`src/rtl/timer_scheduler.sv`:
```
// timer_scheduler: round-robin arbiter that lends one shared timer to
// NUM_REQ requesters, sequencing timer reset/load/run and returning a
// one-cycle expiry pulse to the requester that owned the interval.
module timer_scheduler #(
    parameter int NUM_REQ = 4,
    parameter int TW      = 10
) (
    input  logic                  clock,
    input  logic                  reset,
    input  logic [NUM_REQ-1:0]    req,
    input  logic [NUM_REQ*TW-1:0] req_final_value,
    input  logic [NUM_REQ-1:0]    cancel,
    output logic [NUM_REQ-1:0]    grant,
    output logic [NUM_REQ-1:0]    expired,
    output logic                  busy,
    output logic                  timer_resetn,
    output logic                  timer_active,
    output logic [TW-1:0]         timer_final_value,
    input  logic                  timer_done
);

    localparam int IW = (NUM_REQ > 1) ? $clog2(NUM_REQ) : 1;

    typedef enum logic [1:0] {
        IDLE = 2'd0,
        LOAD = 2'd1,
        RUN  = 2'd2,
        DONE = 2'd3
    } state_t;

    state_t               state_q, state_d;
    logic [IW-1:0]        owner_q, owner_d;
    logic [IW-1:0]        last_q, last_d;
    logic [TW-1:0]        fv_q, fv_d;

    logic [IW-1:0]        cand;
    logic [IW-1:0]        pick;
    logic                 pick_vld;
    logic [TW-1:0]        pick_fv;
    logic [NUM_REQ-1:0]   owner_oh;
    logic                 req_own;
    logic                 cancel_own;

    // Round-robin search: first requester after last, wrapping; also mux its value.
    always_comb begin
        cand     = '0;
        pick     = '0;
        pick_vld = 1'b0;
        pick_fv  = '0;
        for (int i = 1; i <= NUM_REQ; i++) begin
            cand = IW'((int'(last_q) + i) % NUM_REQ);
            for (int j = 0; j < NUM_REQ; j++) begin
                if (!pick_vld && (cand == IW'(j)) && req[j]) begin
                    pick     = cand;
                    pick_vld = 1'b1;
                end
            end
        end
        for (int j = 0; j < NUM_REQ; j++) begin
            if (pick == IW'(j)) begin
                pick_fv = req_final_value[TW*j +: TW];
            end
        end
    end

    // Owner one-hot decode and the owner's request/cancel bits.
    always_comb begin
        owner_oh = '0;
        for (int j = 0; j < NUM_REQ; j++) begin
            owner_oh[j] = (owner_q == IW'(j));
        end
        req_own    = |(req & owner_oh);
        cancel_own = |(cancel & owner_oh);
    end

    // Next-state logic; expiry (timer_done) outranks cancel/withdrawal in RUN.
    always_comb begin
        state_d = state_q;
        owner_d = owner_q;
        last_d  = last_q;
        fv_d    = fv_q;
        case (state_q)
            IDLE: begin
                if (pick_vld) begin
                    owner_d = pick;
                    last_d  = pick;
                    fv_d    = pick_fv;
                    state_d = LOAD;
                end
            end
            LOAD: begin
                if (fv_q == '0)                 state_d = DONE;
                else if (!req_own || cancel_own) state_d = IDLE;
                else                             state_d = RUN;
            end
            RUN: begin
                if (timer_done)                  state_d = DONE;
                else if (cancel_own || !req_own) state_d = IDLE;
            end
            DONE:    state_d = IDLE;
            default: state_d = IDLE;
        endcase
    end

    // State registers; last resets to NUM_REQ-1 so requester 0 wins first.
    always_ff @(posedge clock or posedge reset) begin
        if (reset) begin
            state_q <= IDLE;
            owner_q <= '0;
            last_q  <= IW'(NUM_REQ - 1);
            fv_q    <= '0;
        end else begin
            state_q <= state_d;
            owner_q <= owner_d;
            last_q  <= last_d;
            fv_q    <= fv_d;
        end
    end

    // Moore outputs decoded from state and owner; timer held in reset outside RUN.
    always_comb begin
        grant             = ((state_q == LOAD) || (state_q == RUN)) ? owner_oh : '0;
        expired           = (state_q == DONE) ? owner_oh : '0;
        busy              = (state_q != IDLE);
        timer_resetn      = (state_q == RUN);
        timer_active      = (state_q == RUN);
        timer_final_value = fv_q;
    end

endmodule
```
`config.mk`:
```
export PLATFORM = sky130hd
export DESIGN_NAME = timer_scheduler
export DESIGN_NICKNAME = d
export VERILOG_FILES = /design/src/rtl/timer_scheduler.sv
export SDC_FILE = /design/constraint.sdc
export NUM_CORES = 1
export LEC_CHECK = 0
export ABC_AREA = 1
export CAP_MARGIN = 5
export CORE_MARGIN = 2
export CORE_UTILIZATION = 44
export DETAILED_ROUTE_END_ITERATION = 16
export PLACE_DENSITY = 0.86
export SLEW_MARGIN = 20
export SYNTH_ARGS = -nofsm -noshare
export SYNTH_HDL_FRONTEND = slang
export SYNTH_SLANG_ARGS = --single-unit
```
`constraint.sdc`:
```
create_clock -name clock -period 5.46 [get_ports clock]
set_input_delay 1.092 -clock clock [delete_from_list [all_inputs] [get_ports clock]]
set_output_delay 1.092 -clock clock [all_outputs]
set_load 0.005 [all_outputs]
```
==> flow_metrics.py, run 1 <==
metrics = {
    "global_routing": {
        "grt_first_pass_wirelength_mm": 6.48,
        "grt_usage_pct": 22.5,
        "antenna_found_initial": 0,
        "grt_overflow": 0,
        "grt_pass1_vias": 1530,
        "grt_max_degree": 24,
    },
    "yosys": {
        "yosysMostFrequentCell": "nand2_1",
        "yosys-top-cells-area": "dfrtp_1 24%, nand2_1 18%, nand3_1 13%",
        "ys_top_cells_by_count": "71 x nand2_1, 39 x nand3_1, 20 x inv_1",
        "synth_area_um2": 1470,
        "avgSynthCellArea_um2": 6.64,
        "yosys.area.top_type_share_pct": 23.9,
        "postSynth.asyncResetShare_pct": 100,
        "yosysWarnings": 0,
        "netlist_instances": 221,
        "synth_edf_count": 0,
        "synth_area_leader_cell": "dfrtp_1",
        "yosys_most_used_dff": "dfrtp_1",
        "synthesis.nets": 281,
        "synth.distinct_cells": 28,
        "synth-seq-area-share_pct": 27.5,
        "ys_ff_latch": 16,
    },
    "cells_and_area": {
        "nets": 350,
        "area_delta_synth_final_pct": 51.5,
        "instances_no_fill": 333,
        "drive_above_1_share_pct": 6.57,
        "antennaDiodeCount": 0,
        "fillers": 283,
    },
    "worst_setup_path": {
        "critPathTopFamily": "simple AND/OR/NAND/NOR gates",
        "slowest_delay_ns": 0.49,
        "worstSetupStartpointType": "input port",
        "crit_slowest_cell": "clkdlybuf4s50_1",
        "critical_path.endpoint_type": "flip-flop",
        "crit_arrival_ns": 3.25,
        "path_cells": "clkdlybuf4s50_1 > nand2_1 > nand3_1 > o211ai_1 > nand3_2 > nor2_4 > nand2_1 > nand4_1 > nand2_1 > nand2_1",
        "path_common_cell": "nand2_1",
        "path_class": "input port to flip-flop",
        "critical_path_required_ns": 5.69,
        "crit_fanout": 22,
        "path_buf_inv": 1,
    },
    "timing": {
        "tightest_slew_ns": 0.556,
        "post-route-min-period_ns": 3.02,
        "max_freq_ghz": 0.331,
        "hold_viol": 0,
        "post-route-period-util_pct": 55.3,
        "setup_violations": 0,
        "maxSlewViolCount": 0,
        "rsz0062_at_grt": "no",
        "fin_worst_skew_ns": 0.00182,
        "setup_tns_ns": 0,
        "maxSlewHeadroom_pct": 62.9,
    },
    "pwr": {
        "leakagePower_uw": 0.00102,
        "peakVddDrop_mv": 0.420,
        "power_density_nw_per_um2": 618,
    },
    "drt": {
        "wl_per_cell_um": 12.0,
        "num_vias": 1669,
        "totalWireLength_mm": 4.00,
        "firstDrtPassIters": 4,
        "drc_errors": 0,
        "drt-initial-drc-count": 145,
        "routed_via_density": 5.01,
        "ant_nets": 0,
    },
    "cts": {
        "clk_latency_ns": 0.29,
        "cts_tree": "yes",
        "clkTransAtPathRegs_ns": 0.09,
        "cts_resized": 0,
        "clk_path_buf_depth": 2,
        "postCtsSetupRepairBufs": 0,
        "clock_sinks": 16,
        "root_buffer": "clkbuf_4",
        "holdBufCountCts": 0,
        "htreeDepth": 1,
        "numCtsBuffers": 3,
    },
    "min_path": {
        "hold_path.class": "flip-flop to flip-flop",
    },
    "die": {
        "rows": 20,
        "io_pins": 72,
        "core_um2": 3100,
        "die_y_um": 61.7,
        "initial_core_util_pct": 47.3,
        "die_area_um2": 3810,
        "dieWidth_um": 61.7,
    },
    "job": {
        "maxCapViolCount": 0,
    },
    "placed_design": {
        "dp_cells": 329,
        "port_buffers": 71,
        "hpwl_mm": 3.26,
        "place.gp.congestion": 0.908,
    },
    "run_status": {
        "outcome": "finished, final reports clean",
    },
}
## worst reg2reg max path: cells and delay by family, from the launching register on
family	cells	cell delay, ns
DFF	1	0.62
and+or+nand+nor	8	1.35
adders and majority gates	1	0.25
buffers and inverters	1	0.09
AOI/OAI and AO/OA	1	0.31
## through the flow
step	hold slack [ns]	util (%)	worst slack [ns]	total power, µW	instance area, µm²
3_3_place_gp	0.497	70.4	2.19	1280	2190
3_5_place_dp	0.504	70.4	2.14	1290	2190
2_1_floorplan	0.494	-	3.21	1020	1470
5_1_grt	0.550	71.6	2.18	1520	2220
6_report	0.525	71.6	2.44	1370	2220
4_1_cts	0.524	71.6	2.44	1380	2220
## routing by layer
| layer | vias up | part of all wire (%) | track usage, % |
|---|---|---|---|
| met5 | - | 0 | 0 |
| met2 | 60 | 48 | 39.2 |
| met3 | 5 | 5.6 | 2.28 |
| met4 | 0 | 1.5 | 7.29 |
| li1 | 872 | - | - |
| met1 | 732 | 45 | 29.3 |
## path summary, 6_finish.rpt
check / from / cells past startpoint / end / slack (ns)
max in group asynchronous: reset / 2 / last_q[1] / 3.95
worst min-delay path: timer_final_value[4] / 2 / timer_final_value[4] / 0.52
worst max-delay path: req[2] / 10 / timer_final_value[6] / 2.44
worst max register to register: last_q[0] / 11 / timer_final_value[6] / 2.79
min in group asynchronous: reset / 2 / timer_final_value[3] / 1.14
worst min register to register: timer_final_value[4] / 2 / timer_final_value[4] / 0.52
## power breakdown
part	switching [µW]	internal, µW	total [µW]	leakage [µW]
registers	65.5	190	256	0.000196
logic	634	406	1040	0.000805
clock network	36.9	40.7	77.6	0.0000210
total	737	637	1370	0.00102
## state kept, by name, summed over array words and instances, names as in the netlist
register and cells:
owner_q 2, state_q 2, timer_final_value 10, last_q 2
## kinds of logic after synthesis
logic type | share of synthesized area, %
AND/OR/NAND/NOR | 50.7
adder cells (fa/ha/maj) | 7.68
buffers and inverters | 8.53
AO/OA/AOI/OAI | 5.63
flip-flops | 27.5
## final cells by class
cell class / instances / area (µm²) / area share, %
Multi-Input combinational cell: 177 / 938 / 42.2
Clock buffer: 4 / 36.3 / 1.63
Sequential cell: 16 / 403 / 18.1
Timing Repair Buffer: 71 / 711 / 32.0
Tap cell: 44 / 55.1 / 2.48
Inverter: 21 / 78.8 / 3.55
## cell usage in the layout, fill, tap and decap left out
cell             count
a22o_1               1
a22oi_1              1
a32oi_1              1
clkbuf_4             3
clkbuf_8             1
clkdlybuf4s50_1     71
dfrtp_1             14
dfstp_2              2
ha_1                 9
inv_1               20
inv_2                1
nand2_1             71
nand2_2              2
nand2_4              1
nand3_1             39
nand3_2              2
nand3b_1             1
nand4_1             13
nand4_2              1
nor2_1              13
nor2_2               2
nor2_4               4
nor3_1               2
nor3b_1              1
nor4_1               2
o211ai_1             1
o21ai_0              8
o21ai_1              2
Power figures use the tool's default switching activity.
==> run 2: changes to the inputs <==
--- a/config.mk
+++ b/config.mk
@@ -8,9 +8,9 @@
 export ABC_AREA = 1
 export CAP_MARGIN = 5
 export CORE_MARGIN = 2
-export CORE_UTILIZATION = 44
+export CORE_UTILIZATION = 37
 export DETAILED_ROUTE_END_ITERATION = 16
-export PLACE_DENSITY = 0.86
+export PLACE_DENSITY = 0.77
 export SLEW_MARGIN = 20
 export SYNTH_ARGS = -nofsm -noshare
 export SYNTH_HDL_FRONTEND = slang
==> constraint.sdc (replaced) <==
create_clock -name clock -period 2.55 [get_ports clock]
set_input_delay 0.51 -clock clock [delete_from_list [all_inputs] [get_ports clock]]
set_output_delay 0.51 -clock clock [all_outputs]
set_load 0.005 [all_outputs]
==> run 2 against run 1 <==
Register-to-register slack got worse by 2.6 ns. Sequential power rose by 110%. Sequential cell count did not move. Wire length rose by 12%. Via count rose by 9.9%. Critical path type is now flip-flop to flip-flop. Highest routed layer unchanged.
==> flow_metrics.py, run 2 (synthesis results as in run 1) <==
metrics = {
    "cells_and_area": {
        "instances_no_fill": 357,
        "area_delta_synth_final_pct": 68.0,
        "postLayoutCoreUtil_pct": 65.8,
        "layout_commonest_cell": "clkdlybuf4s50_1",
        "fin_area_um2": 2460,
        "nets": 370,
        "largest_reg_flops": 10,
        "antennaDiodeCount": 0,
        "final_cell_mix": "71 x clkdlybuf4s50_1, 70 x nand2_1, 39 x nand3_1",
        "drive_above_1_share_pct": 14.2,
    },
    "job": {
        "maxCapViolCount": 0,
    },
    "run_status": {
        "outcome": "finished, final reports clean",
    },
    "global_routing": {
        "grt_overflow": 0,
        "grt_usage_pct": 18.9,
        "grt_first_pass_wirelength_mm": 6.76,
        "grt_max_degree": 17,
        "antenna_found_initial": 0,
        "grt_pass1_vias": 1592,
    },
    "pwr": {
        "p_int_uw": 1900,
        "clock_power_share_pct": 5.9,
        "pwr-share-comb_pct": 80.0,
        "finalPower_uw": 3750,
        "swShare_pct": 49.3,
        "power_density_nw_per_um2": 1520,
        "peakVddDrop_mv": 0.914,
        "p_switching_uw": 1850,
        "p_seq_share_pct": 14.1,
        "leakagePower_uw": 0.00114,
    },
    "die": {
        "initial_core_util_pct": 39.2,
        "core_um2": 3740,
        "rows": 22,
        "dieWidth_um": 67.0,
        "die_area_um2": 4480,
        "die_y_um": 67.0,
        "io_pins": 72,
    },
    "timing": {
        "fin_worst_skew_ns": 0.00338,
        "hold_viol": 0,
        "tightest_slew_ns": 0.600,
        "maxSlewHeadroom_pct": 59.9,
        "max_freq_ghz": 0.424,
        "setup_violations": 0,
        "maxSlewViolCount": 0,
        "post-route-min-period_ns": 2.36,
        "post-route-period-util_pct": 92.5,
    },
    "worst_setup_path": {
        "critical_path_required_ns": 2.69,
        "reg2reg_setup_slack_ns": 0.19,
        "r2r-start": "last_q[1]",
        "worstSetupStartpointType": "flip-flop",
        "crit_fanout": 5,
        "worstRegToRegCells": 14,
        "critical_path.endpoint_type": "flip-flop",
        "r2r_end": "timer_final_value[4]",
        "path_class": "flip-flop to flip-flop",
        "crit_arrival_ns": 2.50,
    },
    "drt": {
        "wl_per_cell_um": 12.5,
        "firstDrtPassIters": 4,
        "drc_errors": 0,
        "routed_via_density": 5.14,
        "ant_nets": 0,
        "drt-initial-drc-count": 109,
        "num_vias": 1834,
        "totalWireLength_mm": 4.47,
    },
    "min_path": {
        "hold_start": "timer_final_value[2]",
        "min_path_cells": 2,
        "min_to": "timer_final_value[2]",
        "hold_path.class": "flip-flop to flip-flop",
    },
    "cts": {
        "clk_path_buf_depth": 2,
        "numCtsBuffers": 3,
        "clock_sinks": 16,
        "root_buffer": "clkbuf_8",
        "cts_tree": "yes",
        "clk_latency_ns": 0.24,
        "clkTransAtPathRegs_ns": 0.07,
        "htreeDepth": 1,
    },
    "placed_design": {
        "port_buffers": 71,
        "dp_cells": 340,
        "place.gp.congestion": 0.888,
        "hpwl_mm": 3.34,
        "post_dp_cell_area_um2": 2260,
    },
}
-- run 2: cell count changes in the layout (fill, tap and decap cells not counted), sizes merged --
cell	delta
buf	+17
nor2	+2
nand3	+1
-- run 2: per-layer routing --
metal  GRT usage (%)  up-vias  wire length [µm]
li1                -      920                 -
met1            27.2      844              2120
met2            30.6       68              2100
met3           0.845        2               220
met4            4.85        0                26
met5               0        -                 0
-- run 2: metrics by stage --
step	TNS (ns)	worst slack, ns	hold WS (ns)
floorplan	0	0.506	0.422
global placement	0	0.104	0.501
detailed placement	0	0.0550	0.506
CTS	0	0.178	0.521
global route	-0.0464	-0.0273	0.553
finish	0	0.191	0.519
-- run 2: critical path, cell delays in order, from the launching register on --
cell     delay (ns)
dfstp_2        0.56
inv_1          0.10
ha_2           0.20
nand2_1        0.08
nand2_2        0.08
nor2_4         0.14
nand3_2        0.10
nor2_4         0.17
nand3_1        0.10
nor2_2         0.24
nor2_4         0.10
nand3_1        0.10
nand4_1        0.13
nand2_1        0.09
nand2_1        0.06
-- run 2: layout make-up --
| class | count | area (µm²) |
|---|---|---|
| clock buffers | 4 | 55.1 |
| fillers | 339 | 1280 |
| inverters | 21 | 78.8 |
| multi-input cells | 180 | 1000 |
| flip-flops and latches | 16 | 403 |
| well taps | 48 | 60.1 |
| repair buffers | 88 | 867 |
-- run 2: how the worst max path moves through the flow --
stage          depth (start not counted)      start                    to
6_report                              14  last_q[1]  timer_final_value[4]
5_1_grt                               14  last_q[1]  timer_final_value[8]
4_1_cts                               13  last_q[1]  timer_final_value[8]
3_5_place_dp                          13     req[3]  timer_final_value[8]
3_3_place_gp                          13     req[3]  timer_final_value[4]
2_1_floorplan                         11  last_q[0]  timer_final_value[0]
-- run 2: power groups by stage --
stage               Combinational, µW  Clock (µW)  Sequential (µW)
finish                           3000         223              528
global route                     3340         232              548
CTS                              2450         223              531
detailed placement               2440           0              536
global placement                 2400           0              534
floorplan                        1660           0              518
-- run 2: what timing repair did --
action / 4_1_cts / 5_1_grt
hold buffers: 0 / 0
setup endpoints to repair: 0 / 10
setup buffers: 0 / 10
resized for setup: 0 / 10
